==> config.mk <==
export PLATFORM = sky130hd
export DESIGN_NAME = sd_response_receiver_flat
export DESIGN_NICKNAME = d
export VERILOG_FILES = /design/src/rtl/sd_response_receiver_pkg.sv /design/src/rtl/sd_response_receiver_if.sv /design/src/rtl/sd_response_receiver_prims.sv /design/src/rtl/sd_response_receiver.sv /design/src/flat_wrapper.sv
export SDC_FILE = /design/constraint.sdc
export NUM_CORES = 1
export LEC_CHECK = 0
export BUFFER_PORTS_ARGS = -buffer_cell sky130_fd_sc_hd__buf_2
export CAP_MARGIN = 15
export CORE_MARGIN = 2
export CORE_UTILIZATION = 45
export CTS_BUF_LIST = sky130_fd_sc_hd__clkbuf_4 sky130_fd_sc_hd__clkbuf_8 sky130_fd_sc_hd__clkbuf_16
export DETAILED_ROUTE_END_ITERATION = 10
export GPL_TIMING_DRIVEN = 0
export PLACE_DENSITY_LB_ADDON = 0.05
export SLEW_MARGIN = 10
export SYNTH_ARGS = -nofsm -noshare
export SYNTH_HDL_FRONTEND = slang
export SYNTH_SLANG_ARGS = --single-unit
==> constraint.sdc <==
create_clock -name clock -period 1.8 [get_ports clock]
set_clock_uncertainty 0.05 [all_clocks]
set_input_delay 0.09 -clock clock [delete_from_list [all_inputs] [get_ports clock]]
set_output_delay 0.09 -clock clock [all_outputs]
set_load 0.05 [all_outputs]
==> src/rtl/sd_response_receiver_pkg.sv <==
// Shared SD SPI definitions: response-type encodings, frame lengths and
// default timeout limits used by the command sender and response receiver.
package sd_response_receiver_pkg;

  typedef enum logic [1:0] {
    RESP_R1   = 2'd0,
    RESP_R1B  = 2'd1,
    RESP_R3R7 = 2'd2,
    RESP_RSVD = 2'd3
  } resp_type_t;

  typedef enum logic [1:0] {
    S_IDLE,
    S_WAIT_START,
    S_RECEIVE,
    S_BUSY
  } rx_state_t;

  localparam int unsigned RESP_W           = 40;
  localparam int unsigned LEN_R1           = 8;
  localparam int unsigned LEN_R3R7         = 40;
  localparam int unsigned BIT_CNT_W        = 6;
  localparam int unsigned NCR_MAX_DEFAULT  = 80;
  localparam int unsigned BUSY_MAX_DEFAULT = 65535;

  function automatic int unsigned wait_cnt_width(input int unsigned a, input int unsigned b);
    return $clog2(((a > b) ? a : b) + 1);
  endfunction

endpackage

==> src/rtl/sd_response_receiver_if.sv <==
// Handshake and data bundle between the SD controller and the response receiver.
interface sd_response_receiver_if;
  import sd_response_receiver_pkg::*;

  logic              receive_start;
  logic [1:0]        response_type;
  logic              miso;
  logic [RESP_W-1:0] response;
  logic              response_valid;
  logic              timeout;
  logic              receiving;

  modport master (
    output receive_start, response_type, miso,
    input  response, response_valid, timeout, receiving
  );

  modport slave (
    input  receive_start, response_type, miso,
    output response, response_valid, timeout, receiving
  );

endinterface

==> src/rtl/sd_response_receiver_prims.sv <==
// Codebase primitives used by the receiver: a saturating counter with
// clear/parallel load, and a plain enabled D register.
module sync_parallel_counter #(
  parameter int unsigned WIDTH = 8
) (
  input  logic             clk,
  input  logic             rst,
  input  logic             clear,
  input  logic             load,
  input  logic [WIDTH-1:0] load_value,
  input  logic             enable,
  output logic [WIDTH-1:0] count
);

  always_ff @(posedge clk or posedge rst) begin
    if (rst) begin
      count <= '0;
    end else if (clear) begin
      count <= '0;
    end else if (load) begin
      count <= load_value;
    end else if (enable && (count != '1)) begin
      count <= count + WIDTH'(1);
    end
  end

endmodule

module register_d #(
  parameter int unsigned WIDTH = 8
) (
  input  logic             clk,
  input  logic             rst,
  input  logic             en,
  input  logic [WIDTH-1:0] d,
  output logic [WIDTH-1:0] q
);

  always_ff @(posedge clk or posedge rst) begin
    if (rst) begin
      q <= '0;
    end else if (en) begin
      q <= d;
    end
  end

endmodule

==> src/rtl/sd_response_receiver.sv <==
// SD SPI response receiver: waits for the start bit on MISO, captures R1,
// R1b (with busy wait) or R3/R7 responses, and flags response/busy timeouts.
module sd_response_receiver
  import sd_response_receiver_pkg::*;
#(
  parameter int unsigned NCR_MAX  = NCR_MAX_DEFAULT,
  parameter int unsigned BUSY_MAX = BUSY_MAX_DEFAULT
) (
  input  logic                  clock,
  input  logic                  reset,
  sd_response_receiver_if.slave bus
);

  localparam int unsigned        WAIT_W    = wait_cnt_width(NCR_MAX, BUSY_MAX);
  localparam logic [WAIT_W-1:0]  NCR_LIM   = WAIT_W'(NCR_MAX);
  localparam logic [WAIT_W-1:0]  BUSY_LIM  = WAIT_W'(BUSY_MAX);
  localparam logic [BIT_CNT_W-1:0] LAST_R1   = BIT_CNT_W'(LEN_R1 - 1);
  localparam logic [BIT_CNT_W-1:0] LAST_R3R7 = BIT_CNT_W'(LEN_R3R7 - 1);

  rx_state_t            state;
  resp_type_t           type_q;
  logic                 valid_q;
  logic                 timeout_q;
  logic                 receiving_q;

  logic [WAIT_W-1:0]    wait_cnt;
  logic                 wait_clear;
  logic                 wait_en;
  logic [BIT_CNT_W-1:0] bit_cnt;
  logic                 bit_load;
  logic                 bit_en;

  logic [RESP_W-1:0]    shift_q;
  logic [RESP_W-1:0]    shift_d;
  logic [RESP_W-1:0]    shift_next;
  logic                 shift_en;
  logic                 last_bit;

  sync_parallel_counter #(.WIDTH(WAIT_W)) u_wait_cnt (
    .clk        (clock),
    .rst        (reset),
    .clear      (wait_clear),
    .load       (1'b0),
    .load_value ('0),
    .enable     (wait_en),
    .count      (wait_cnt)
  );

  sync_parallel_counter #(.WIDTH(BIT_CNT_W)) u_bit_cnt (
    .clk        (clock),
    .rst        (reset),
    .clear      (1'b0),
    .load       (bit_load),
    .load_value (BIT_CNT_W'(1)),
    .enable     (bit_en),
    .count      (bit_cnt)
  );

  // The shift register doubles as the response holding register: it is
  // cleared on arm, shifts during RECEIVE and is overwritten with the
  // final formatted response (or all-ones on timeout) on completion.
  register_d #(.WIDTH(RESP_W)) u_shift (
    .clk (clock),
    .rst (reset),
    .en  (shift_en),
    .d   (shift_d),
    .q   (shift_q)
  );

  always_comb begin
    shift_next = {shift_q[RESP_W-2:0], bus.miso};
    last_bit   = (bit_cnt == ((type_q == RESP_R3R7) ? LAST_R3R7 : LAST_R1));
    wait_clear = 1'b0;
    wait_en    = 1'b0;
    bit_load   = 1'b0;
    bit_en     = 1'b0;
    shift_en   = 1'b0;
    shift_d    = shift_next;
    case (state)
      S_IDLE: begin
        if (bus.receive_start) begin
          wait_clear = 1'b1;
          shift_en   = 1'b1;
          shift_d    = '0;
        end
      end
      S_WAIT_START: begin
        if (!bus.miso) begin
          shift_en = 1'b1;
          bit_load = 1'b1;
        end else if (wait_cnt == NCR_LIM) begin
          shift_en = 1'b1;
          shift_d  = '1;
        end else begin
          wait_en = 1'b1;
        end
      end
      S_RECEIVE: begin
        shift_en = 1'b1;
        bit_en   = 1'b1;
        if (last_bit && (type_q != RESP_R3R7)) begin
          shift_d = {shift_next[LEN_R1-1:0], 32'h0};
        end
        if (last_bit && (type_q == RESP_R1B)) begin
          wait_clear = 1'b1;
        end
      end
      S_BUSY: begin
        if (!bus.miso && (wait_cnt != BUSY_LIM)) begin
          wait_en = 1'b1;
        end
      end
      default: ;
    endcase
  end

  always_ff @(posedge clock or posedge reset) begin
    if (reset) begin
      state       <= S_IDLE;
      type_q      <= RESP_R1;
      valid_q     <= 1'b0;
      timeout_q   <= 1'b0;
      receiving_q <= 1'b0;
    end else begin
      valid_q   <= 1'b0;
      timeout_q <= 1'b0;
      case (state)
        S_IDLE: begin
          if (bus.receive_start) begin
            type_q      <= resp_type_t'(bus.response_type);
            receiving_q <= 1'b1;
            state       <= S_WAIT_START;
          end
        end
        S_WAIT_START: begin
          if (!bus.miso) begin
            state <= S_RECEIVE;
          end else if (wait_cnt == NCR_LIM) begin
            timeout_q   <= 1'b1;
            receiving_q <= 1'b0;
            state       <= S_IDLE;
          end
        end
        S_RECEIVE: begin
          if (last_bit) begin
            if (type_q == RESP_R1B) begin
              state <= S_BUSY;
            end else begin
              valid_q     <= 1'b1;
              receiving_q <= 1'b0;
              state       <= S_IDLE;
            end
          end
        end
        S_BUSY: begin
          if (bus.miso) begin
            valid_q     <= 1'b1;
            receiving_q <= 1'b0;
            state       <= S_IDLE;
          end else if (wait_cnt == BUSY_LIM) begin
            timeout_q   <= 1'b1;
            receiving_q <= 1'b0;
            state       <= S_IDLE;
          end
        end
        default: state <= S_IDLE;
      endcase
    end
  end

  assign bus.response       = shift_q;
  assign bus.response_valid = valid_q;
  assign bus.timeout        = timeout_q;
  assign bus.receiving      = receiving_q;

endmodule

==> src/flat_wrapper.sv <==
// flat-port wrapper written by rule: the top's interface ports become plain ports
module sd_response_receiver_flat import sd_response_receiver_pkg::*;
#(
  parameter int unsigned NCR_MAX  = NCR_MAX_DEFAULT,
  parameter int unsigned BUSY_MAX = BUSY_MAX_DEFAULT
)
  (clock, reset, bus_receive_start, bus_response_type, bus_miso, bus_response, bus_response_valid, bus_timeout, bus_receiving);
  sd_response_receiver_if bus_i ();
  input  logic clock;
  input  logic reset;
  input wire logic [$bits(bus_i.receive_start)-1:0] bus_receive_start;
  input wire logic [$bits(bus_i.response_type)-1:0] bus_response_type;
  input wire logic [$bits(bus_i.miso)-1:0] bus_miso;
  output wire logic [$bits(bus_i.response)-1:0] bus_response;
  output wire logic [$bits(bus_i.response_valid)-1:0] bus_response_valid;
  output wire logic [$bits(bus_i.timeout)-1:0] bus_timeout;
  output wire logic [$bits(bus_i.receiving)-1:0] bus_receiving;
  assign bus_i.receive_start = bus_receive_start;
  assign bus_i.response_type = bus_response_type;
  assign bus_i.miso = bus_miso;
  assign bus_response = bus_i.response;
  assign bus_response_valid = bus_i.response_valid;
  assign bus_timeout = bus_i.timeout;
  assign bus_receiving = bus_i.receiving;
  sd_response_receiver #(.NCR_MAX(NCR_MAX), .BUSY_MAX(BUSY_MAX)) u_core (.clock(clock), .reset(reset), .bus(bus_i));
endmodule
# Word-level counts from Yosys, hierarchy flattened
# Cells that the tools add are included.
# word_totals
regBits	69
latchBits	0
ram_bits	0
romBits	0
in_bits	6
out_inout_bits	43
word_cells	87
n_memories	0
# classes
n_addsub	2
multipliers	0
div	0
n_lt_le_gt_ge	0
n_eq_ne	18
n_shift	0
mux	47
n_bitwise	0
reduce_logical	12
# op_table
operator	count
40-bit two-way mux	4
40-bit one-hot mux with 3 select lines	1
16-bit two-way mux	2
1-bit two-way mux	23
6-bit two-way mux	3
16-bit by 1-bit adder with 16-bit output, second input constant	1
16-bit == test, second input constant	1
16-bit by 7-bit == test with 1-bit output, second input constant	1
16-bit inequality test, second input constant	1
2-bit two-way mux	7
2-bit inequality test, second input constant	4
1-bit one-hot mux with 2 select lines	4
2-bit one-hot mux with 4 select lines	1
6-bit by 1-bit adder with 6-bit output, second input constant	1
2-bit == test, second input constant	3
6-bit == test	1
3-bit by 2-bit inequality test with 1-bit output, second input constant	2
6-bit inequality test, second input constant	1
6-bit AND reduction	1
1-bit logical AND	5
2-bit by 1-bit == test with 1-bit output, second input constant	2
2-bit by 1-bit inequality test with 1-bit output, second input constant	2
1-bit one-hot mux with 4 select lines	1
4-bit AND reduction	1
5 further kinds	6

# Longest topological paths before layout
# Gate-level depths: netlist of run 1.
# depth
word_depth	7
ltp_mapped	9
ltp_nobuf	7

# Hierarchy
# A second synthesis of run 1 with hierarchy kept.
# hier_totals
hier_cells	398
area_unflattened_um2	4071.4
# by_module_without_submodules
module	n_inst	cells_per_inst	area_per_inst_um2	seq_area_each_um2
register_d	1	85	1500.2	1001.0
sync_parallel_counter (u_core.u_wait_cnt)	1	134	1126.1	400.4
sd_response_receiver	1	129	1003.5	175.2
sync_parallel_counter (u_core.u_bit_cnt)	1	50	441.7	150.1

# Worst setup path after synthesis of run 1
# OpenSTA, ideal clock, no wires.
# synth_path
path_type	register to register
startpoint	reg u_core.u_wait_cnt.count[0]
endpoint	reg u_core.u_shift.q[12]
setup_time_ns	0.132
arrival_time_ns	1.814
required_time_ns	1.618
slack_ns	-0.197
path_stages_with_launch	10
path_buffers	2
period_less_slack_ns	1.997
cell_sequence	dfrtp_1 inv_1 ha_1 nor3b_1 nand4_2 a221o_1 buf_6 buf_4 nand2_1 o21ai_1
# synth_between
elab_chain_cells	4
word_cells_on_any_way	7
cone_classes	1 x eq/ne; 6 x mux
# synth_rtl
item	line_no	source
start, declared	sd_response_receiver_prims.sv:12	output logic [WIDTH-1:0] count
start signal, assigned	sd_response_receiver_prims.sv:21	count <= load_value;
start signal, assigned	sd_response_receiver_prims.sv:23	count <= count + WIDTH'(1);
16-bit by 7-bit == test with 1-bit output *	sd_response_receiver.sv:91	end else if (wait_cnt == NCR_LIM) begin
40-bit two-way mux or 1-bit two-way mux (tied branches)	sd_response_receiver.sv:91	
40-bit two-way mux or 1-bit two-way mux (tied branches)	sd_response_receiver.sv:88	if (!bus.miso) begin
40-bit one-hot mux with 3 select lines or 1-bit one-hot mux with 3 select lines (tied branches)	sd_response_receiver.sv:79	case (state)
end signal, assigned	sd_response_receiver_prims.sv:41	q <= '0;
end signal, assigned	sd_response_receiver_prims.sv:43	q <= d;
end, declared	sd_response_receiver_prims.sv:36	output logic [WIDTH-1:0] q
# Every way passes the cells marked *; elsewhere a longest branch is shown, timed or not.
# A chain may end at the register's enable or synchronous reset.

# Worst setup path after layout of run 1
# layout_path
startpoint	reg u_core.u_wait_cnt.count[0]
endpoint	reg u_core.u_wait_cnt.count[7]
# layout_between
elab_chain_cells	6
word_cells_on_any_way	12
cone_classes	1 x add/sub; 2 x eq/ne; 6 x mux; 3 x reduce/logical
# layout_rtl
item
branches (longest 6 deep; another with 16-bit by 1-bit adder with 16-bit output)
# Parallel ways; which one is timed is not known. The select of a mux whose other input is x is not followed.

==> results.yml, run 1 <==
floorplan:
  die_h_um: 92.0
  start_util_pct: 45.8
  ios: 49
  die_area_mm2: 0.00847
  rows: 32
  die_width_um: 92.0
  core_area_mm2: 0.00761
synth:
  synth_nets: 380
  synthArstFlopShare_pct: 100
  ys_ff_latch: 69
  synth_ff_type: "dfrtp_1"
  synth-edff-count: 0
  ys_seq_area_share_pct: 49.5
  ys.warnings.count: 0
  synthCells: 371
  avgSynthCellArea_um2: 9.40
  synth.distinct_cells: 50
  synthesis.area_mm2: 0.00349
clock_tree:
  clk_pin_slew_ns: 0.08
  clock_latency_ns: 0.35
  htree_levels: 3
  cts_made_buffers: 9
  ctsRootBufferMaster: "clkbuf_8"
  cts_tree: "built"
  cts_sinks: 69
  cts_buffer_depth: 2
job:
  max_cap_viol_count: 0
layout:
  stdcell_count: 581
  fin_util_pct: 68.5
  final_cell_mix: "dfrtp_1, buf_2, buf_4, nor2_1, nor3_1"
  n_antenna_cell: 0
  final_area_mm2: 0.00521
  area_growth_pct: 49.6
  layout-drive-gt1-share_pct: 49.5
  final_common_cell: "dfrtp_1"
  layout.nets: 483
timing:
  fin_ws_ns: -0.300
  rsz0062_at_grt: "yes"
  final-max-slew-violation-count: 0
  tightest_slew_ns: 0.778
  clock.fmax_mhz: 476
  min_period_ns: 2.10
  maxSlewHeadroom_pct: 48.0
  setup-violations-final: 55
  hold_viol: 0
  post-route-period-util_pct: 117
worst_hold_path:
  hold_depth: 3
  hold-path-endpoint: "u_core.u_shift.q[0]"
  min_from: "bus_miso"
  hold_path_class: "in -> reg"
global_routing:
  grt_pass1_vias: 3144
  grt_pass1_wl_um: 16400
  antenna_found_initial: 0
  grt_max_degree: 37
  globalRouteTotalUtil_pct: 24.6
  overflow: 0
critical_path:
  worst-path-max-fanout: 6
  crit_chain: "inv_2 > ha_4 > nor3b_4 > nand4_4 > buf_6 > a21boi_4 > buf_6 > buf_8 > o31ai_2 > a21oi_1"
  path_delay_family: "buffers and inverters"
  path_class: "reg -> reg"
  crit_arrival_ns: 2.32
  start_kind: "flop"
  max_stage_delay_ns: 0.43
  worstSetupEndpointType: "flop"
  cp_common_cell: "buf_6"
  reg2regPathDepth: 10
  rr_startpoint: "u_core.u_wait_cnt.count[0]"
  regToRegEndpoint: "u_core.u_wait_cnt.count[7]"
  cp_slowest_cell: "dfrtp_2"
  cp.buffers_inverters: 4
  crit_required_ns: 2.02
  rrSetupSlack_ns: -0.30
drt:
  routed.top_layer: "met4"
  first_pass_iters: 4
  ant_nets: 0
  wl_met3_um: 425
  drt-initial-drc-count: 142
  routedWlPerCell_um: 17.5
  drc: 0
  vias: 3297
  post_drt_via_cell_ratio: 5.67
  wl_met1_um: 4700
  met2_length_um: 4890
  routed_wl_um: 10200
power:
  p_total_mw: 8.86
  ir_drop_mv: 1.05
  leakage_nw: 2.31
  cellPowerDensity_mw_per_mm2: 1700
placement:
  place_congestion: 0.793
  pre_cts_slack_ns: -0.441
  port_buffers: 48
  placedCellCount: 522
  post_dp_cell_area_mm2: 0.00391
  place_hpwl_um: 5940
status:
  status: "finished, violations left"
  violations: "negative setup slack"
[what timing repair did]
| item | in CTS | in global routing |
|---|---|---|
| resized for setup | 86 | 85 |
| setup buffers | 21 | 13 |
| cloned | 7 | 1 |
| hold buffers | 3 | 0 |
| endpoints found under the setup margin | 63 | 67 |
| endpoints found under the hold margin | 35 | 0 |
| pin swaps | 38 | 17 |
[cell families (layout without fill, tap and decap cells)]
logic type / count (synthesis) / count (layout) / share of synthesized area (%)
AOI/OAI and AO/OA: 93 / 93 / 16.6
xor gates and xnor gates: 9 / 9 / 2.26
adders and majority gates: 3 / 3 / 1.08
buffers and inverters: 33 / 141 / 4.88
DFF: 69 / 69 / 49.5
muxes: 3 / 3 / 0.933
and+or+nand+nor: 161 / 161 / 24.7
[metal layers]
| layer | global-route usage (%) | vias up |
|---|---|---|
| met5 | 0 | - |
| met4 | 10.1 | 0 |
| met3 | 4.03 | 14 |
| met2 | 36.5 | 85 |
| met1 | 36.1 | 1630 |
| li1 | - | 1568 |
[registers in the layout, summed over array words and instances (netlist names)]
signal and count:
u_core.u_shift.q 40, u_core.state 2, u_core.bus.receiving 1, u_core.u_bit_cnt.count 6, u_core.u_wait_cnt.count 16, u_core.bus.timeout 1, u_core.bus.response_valid 1, u_core.type_q 2
[cell type report]
class | count | area [um^2]
clock buffer | 10 | 138
buffer | 22 | 231
fill | 598 | 2390
sequential | 69 | 1740
clock inverter | 6 | 110
multi-input combinational | 269 | 2120
timing repair buffer | 93 | 714
inverter | 10 | 41.3
tap | 102 | 128
[worst register-to-register path: stages, from the launching register on]
cell	delay, ns
dfrtp_2	0.43
inv_2	0.09
ha_4	0.13
nor3b_4	0.20
nand4_4	0.17
buf_6	0.18
a21boi_4	0.25
buf_6	0.19
buf_8	0.13
o31ai_2	0.07
a21oi_1	0.14
[Yosys cell counts, types with 2 or more instances]
library cell,count,area share (%)
nand2b_1,4,0.72
a221oi_1,4,1.0
or3_1,4,0.72
inv_1,10,1.1
o21ai_0,26,3.7
and2_1,2,0.36
nand4_1,6,1.1
nand2_1,36,3.9
nor3_1,38,5.5
dfrtp_1,69,50
nand4_2,2,0.72
ha_1,3,1.1
o311ai_0,4,1.0
xnor2_1,4,1.0
nand3_1,13,1.9
buf_2,13,1.9
o31ai_1,8,1.7
mux2_2,2,0.65
buf_6,3,0.97
clkbuf_1,4,0.43
or4_1,7,1.5
o211ai_1,3,0.65
nor3b_1,2,0.43
o21ai_1,18,2.6
a21oi_1,16,2.3
and3_1,2,0.36
xor2_1,5,1.3
o2bb2ai_1,2,0.50
o22ai_1,2,0.36
and4_1,2,0.50
nor2_1,32,3.4
o41ai_1,4,1.0
nand3b_1,3,0.65
buf_4,2,0.43
[power by group]
part	internal, mW	switching, mW
Clock	0.956	0.626
Combinational	1.91	2.97
Sequential	1.96	0.435
Total	4.83	4.03
[worst max path at each step]
stage	startpoint	endpoint	cells past startpoint
floorplan	u_core.u_wait_cnt.count[0]	u_core.u_shift.q[2]	8
global placement	u_core.state[0]	u_core.u_shift.q[38]	5
detailed placement	u_core.state[0]	u_core.u_shift.q[38]	5
CTS	u_core.u_wait_cnt.count[0]	u_core.u_shift.q[27]	8
global route	u_core.u_wait_cnt.count[0]	u_core.u_shift.q[1]	10
finish	u_core.u_wait_cnt.count[0]	u_core.u_wait_cnt.count[7]	10
[metrics by stage]
step / TNS [ns] / hold slack [ns]
6_report: -14.64 / 0.0390
5_1_grt: -20.10 / 0.0343
4_1_cts: -13.37 / 0.0237
3_5_place_dp: -21.27 / 0.218
3_3_place_gp: -20.37 / 0.277
2_1_floorplan: -3.48 / 0.150
Note: power is estimated with default switching activity, not from simulation.
==> run 2, diff against run 1 <==
--- a/config.mk
+++ b/config.mk
@@ -5,6 +5,7 @@
 export SDC_FILE = /design/constraint.sdc
 export NUM_CORES = 1
 export LEC_CHECK = 0
+export ABC_AREA = 1
 export BUFFER_PORTS_ARGS = -buffer_cell sky130_fd_sc_hd__buf_2
 export CAP_MARGIN = 15
 export CORE_MARGIN = 2
@@ -17,3 +18,4 @@
 export SYNTH_ARGS = -nofsm -noshare
 export SYNTH_HDL_FRONTEND = slang
 export SYNTH_SLANG_ARGS = --single-unit
+export TNS_END_PERCENT = 10
==> results.yml, run 2 <==
layout:
  top_register: "u_core.u_shift.q"
  nFillCells: 787
  stdcell_count: 705
  fin_util_pct: 60.3
  layout.nets: 604
  area_growth_pct: 31.4
  final_cell_mix: "nand2_1, nor2_1, dfrtp_1, buf_2, nand3_1"
  largest_reg_flops: 40
  final_common_cell: "nand2_1"
  reg.largest.list: "u_core.u_shift.q: 40 flops, u_core.u_wait_cnt.count: 16 flops, u_core.u_bit_cnt.count: 6 flops"
  final_area_mm2: 0.00490
  layout-drive-gt1-share_pct: 29.8
  n_antenna_cell: 0
power:
  pwr-share-seq_pct: 28.2
  clkPwrFrac_pct: 14.8
  p_comb_share_pct: 57.0
  leakage_nw: 2.59
  p_int_mw: 4.47
  ir_drop_mv: 1.09
  cellPowerDensity_mw_per_mm2: 1860
  switchingPower_mw: 4.65
  switching_share_pct: 51.0
  p_total_mw: 9.12
drt:
  drc: 0
  routed_wl_um: 9930
  post_drt_via_cell_ratio: 5.12
  drt-initial-drc-count: 167
  first_pass_iters: 4
  ant_nets: 0
  vias: 3611
  routedWlPerCell_um: 14.1
critical_path:
  worstSetupEndpointType: "flop"
  regToRegEndpoint: "u_core.u_shift.q[35]"
  worst-path-max-fanout: 8
  rrSetupSlack_ns: 0.003
  worstSetupStartpoint: "u_core.u_wait_cnt.count[0]"
  crit_required_ns: 2.04
  reg2regPathDepth: 11
  crit_arrival_ns: 2.04
  path_class: "reg -> reg"
  start_kind: "flop"
  rr_startpoint: "u_core.u_wait_cnt.count[0]"
  crit_end: "u_core.u_shift.q[35]"
floorplan:
  start_util_pct: 45.9
  die_area_mm2: 0.00904
  die_h_um: 95.1
  core_area_mm2: 0.00813
  ios: 49
  rows: 33
  die_width_um: 95.1
synth:
  synth_ff_type: "dfrtp_1"
  synth_nets: 514
  synth_area_leaders: "dfrtp_1, nand2_1, nor2_1"
  yosys.area_share.adder_pct: 1.01
  ys_ff_latch: 69
  synth-edff-count: 0
  synthCells: 505
  synth-simple-area-share_pct: 36.1
  synth.area.mux_share_pct: 0
  synth_top_area_share_pct: 46.2
  synthMostInstantiatedCell: "nand2_1"
  synthArstFlopShare_pct: 100
  ys.warnings.count: 0
  avgSynthCellArea_um2: 7.39
  synth_xor_area_share_pct: 2.11
  netlist_top_cells_count: "nand2_1, nor2_1, dfrtp_1"
  synth.distinct_cells: 29
  ys_seq_area_share_pct: 46.2
  synthesis.area_mm2: 0.00373
  synth_largest_area_cell: "dfrtp_1"
  synth_compound_area_share_pct: 7.41
  synth_top_family_by_area: "simple AND/OR/NAND/NOR gates"
clock_tree:
  cts_sinks: 69
  cts_made_buffers: 9
  ctsRootBufferMaster: "clkbuf_8"
  cts_tree: "built"
  htree_levels: 3
  clock_latency_ns: 0.35
  cts_buffer_depth: 2
  clk_pin_slew_ns: 0.08
placement:
  place_congestion: 0.905
  place_hpwl_um: 6800
  placedCellCount: 660
  pre_cts_slack_ns: -0.273
  port_buffers: 48
  post_dp_cell_area_mm2: 0.00415
timing:
  maxSlewHeadroom_pct: 74.3
  whs_ns: 0.0407
  fin_ws_ns: 0.00311
  final-max-slew-violation-count: 0
  tightest_slew_ns: 0.385
  setup-tns-final_ns: 0
  clock.fmax_mhz: 557
  min_period_ns: 1.80
  post-route-period-util_pct: 99.8
  setup-violations-final: 0
  hold_viol: 0
  rsz0062_at_grt: "yes"
status:
  status: "finished clean"
global_routing:
  globalRouteTotalUtil_pct: 22.2
  grt_max_degree: 30
  grt_pass1_vias: 3267
  overflow: 0
  antenna_found_initial: 0
  grt_pass1_wl_um: 15600
worst_hold_path:
  hold_path_class: "in -> reg"
job:
  max_cap_viol_count: 0
[run 2: cell count changes after synthesis, moves of 7 or more]
cell,delta
o21ai_1,+17
inv_1,+16
o31ai_1,-8
nor3_1,-32
nand2_1,+99
nor2_1,+59
nand3_1,+24
inv_2,+18
or4_1,-7
nand4_1,+17
o21ai_0,-21
[run 2: how the worst min path moves through the flow]
stage | from | end | slack [ns] | cells past startpoint
2_1_floorplan | bus_response_type[1] | u_core.type_q[1] | 0.15 | 2
5_1_grt | bus_receive_start | u_core.bus.receiving | 0.08 | 3
3_5_place_dp | reset | u_core.bus.response_valid | 0.06 | 2
3_3_place_gp | bus_response_type[1] | u_core.type_q[1] | 0.24 | 3
6_report | bus_receive_start | u_core.bus.receiving | 0.04 | 3
4_1_cts | bus_receive_start | u_core.bus.receiving | 0.04 | 3
[run 2: final cells by class]
cell class                 count  area, um^2  share of cell area [%]
buffer                        19         168                    3.42
clock buffer                  10         138                    2.81
clock inverter                 6        70.1                    1.43
inverter                      45         173                    3.52
multi-input combinational    372        1950                    39.7
sequential                    69        1730                    35.3
tap                          105         131                    2.68
timing repair buffer          79         547                    11.1
[run 2: kinds of logic after synthesis]
| family | Yosys count |
|---|---|
| AO/OA/AOI/OAI | 53 |
| XOR/XNOR | 9 |
| adder cells (fa/ha/maj) | 3 |
| buffers and inverters | 64 |
| flip-flops | 69 |
| AND/OR/NAND/NOR | 307 |
[run 2: metal layers]
metal | GRT usage (%) | vias to the layer above | routed length (um) | share of wire, %
met5 | 0 | - | 0 | 0
met4 | 7.25 | 0 | 98 | 0.99
met3 | 3.40 | 10 | 376 | 3.8
met2 | 33.7 | 58 | 4580 | 46
met1 | 32.3 | 1734 | 4880 | 49
li1 | - | 1809 | - | -
[run 2: timing repair]
item / 4_1_cts / 5_1_grt
cloned: 0 / 2
buffers inserted: 3 / 20
pin swaps: 8 / 21
endpoints found under the hold margin: 24 / 0
setup endpoints to repair: 58 / 56
hold buffers: 4 / 0
resized for setup: 34 / 54
[run 2: critical path, cell delays in order, from the launching register on]
cell       delay, ns
dfrtp_1         0.44
inv_2           0.11
ha_4            0.17
nand3_4         0.08
nor2_4          0.15
nand2_4         0.09
nand2_4         0.12
nand2_8         0.08
nor2_8          0.16
clkbuf_16       0.18
nand2_2         0.05
nand3_2         0.05
[run 2: power groups by stage]
stage	Sequential [mW]	Combinational [mW]	Clock (mW)
detailed placement	2.57	4.35	0
global route	2.65	5.67	1.45
floorplan	3.90	1.95	0
CTS	2.54	4.58	1.38
finish	2.57	5.20	1.35
global placement	2.55	4.29	0
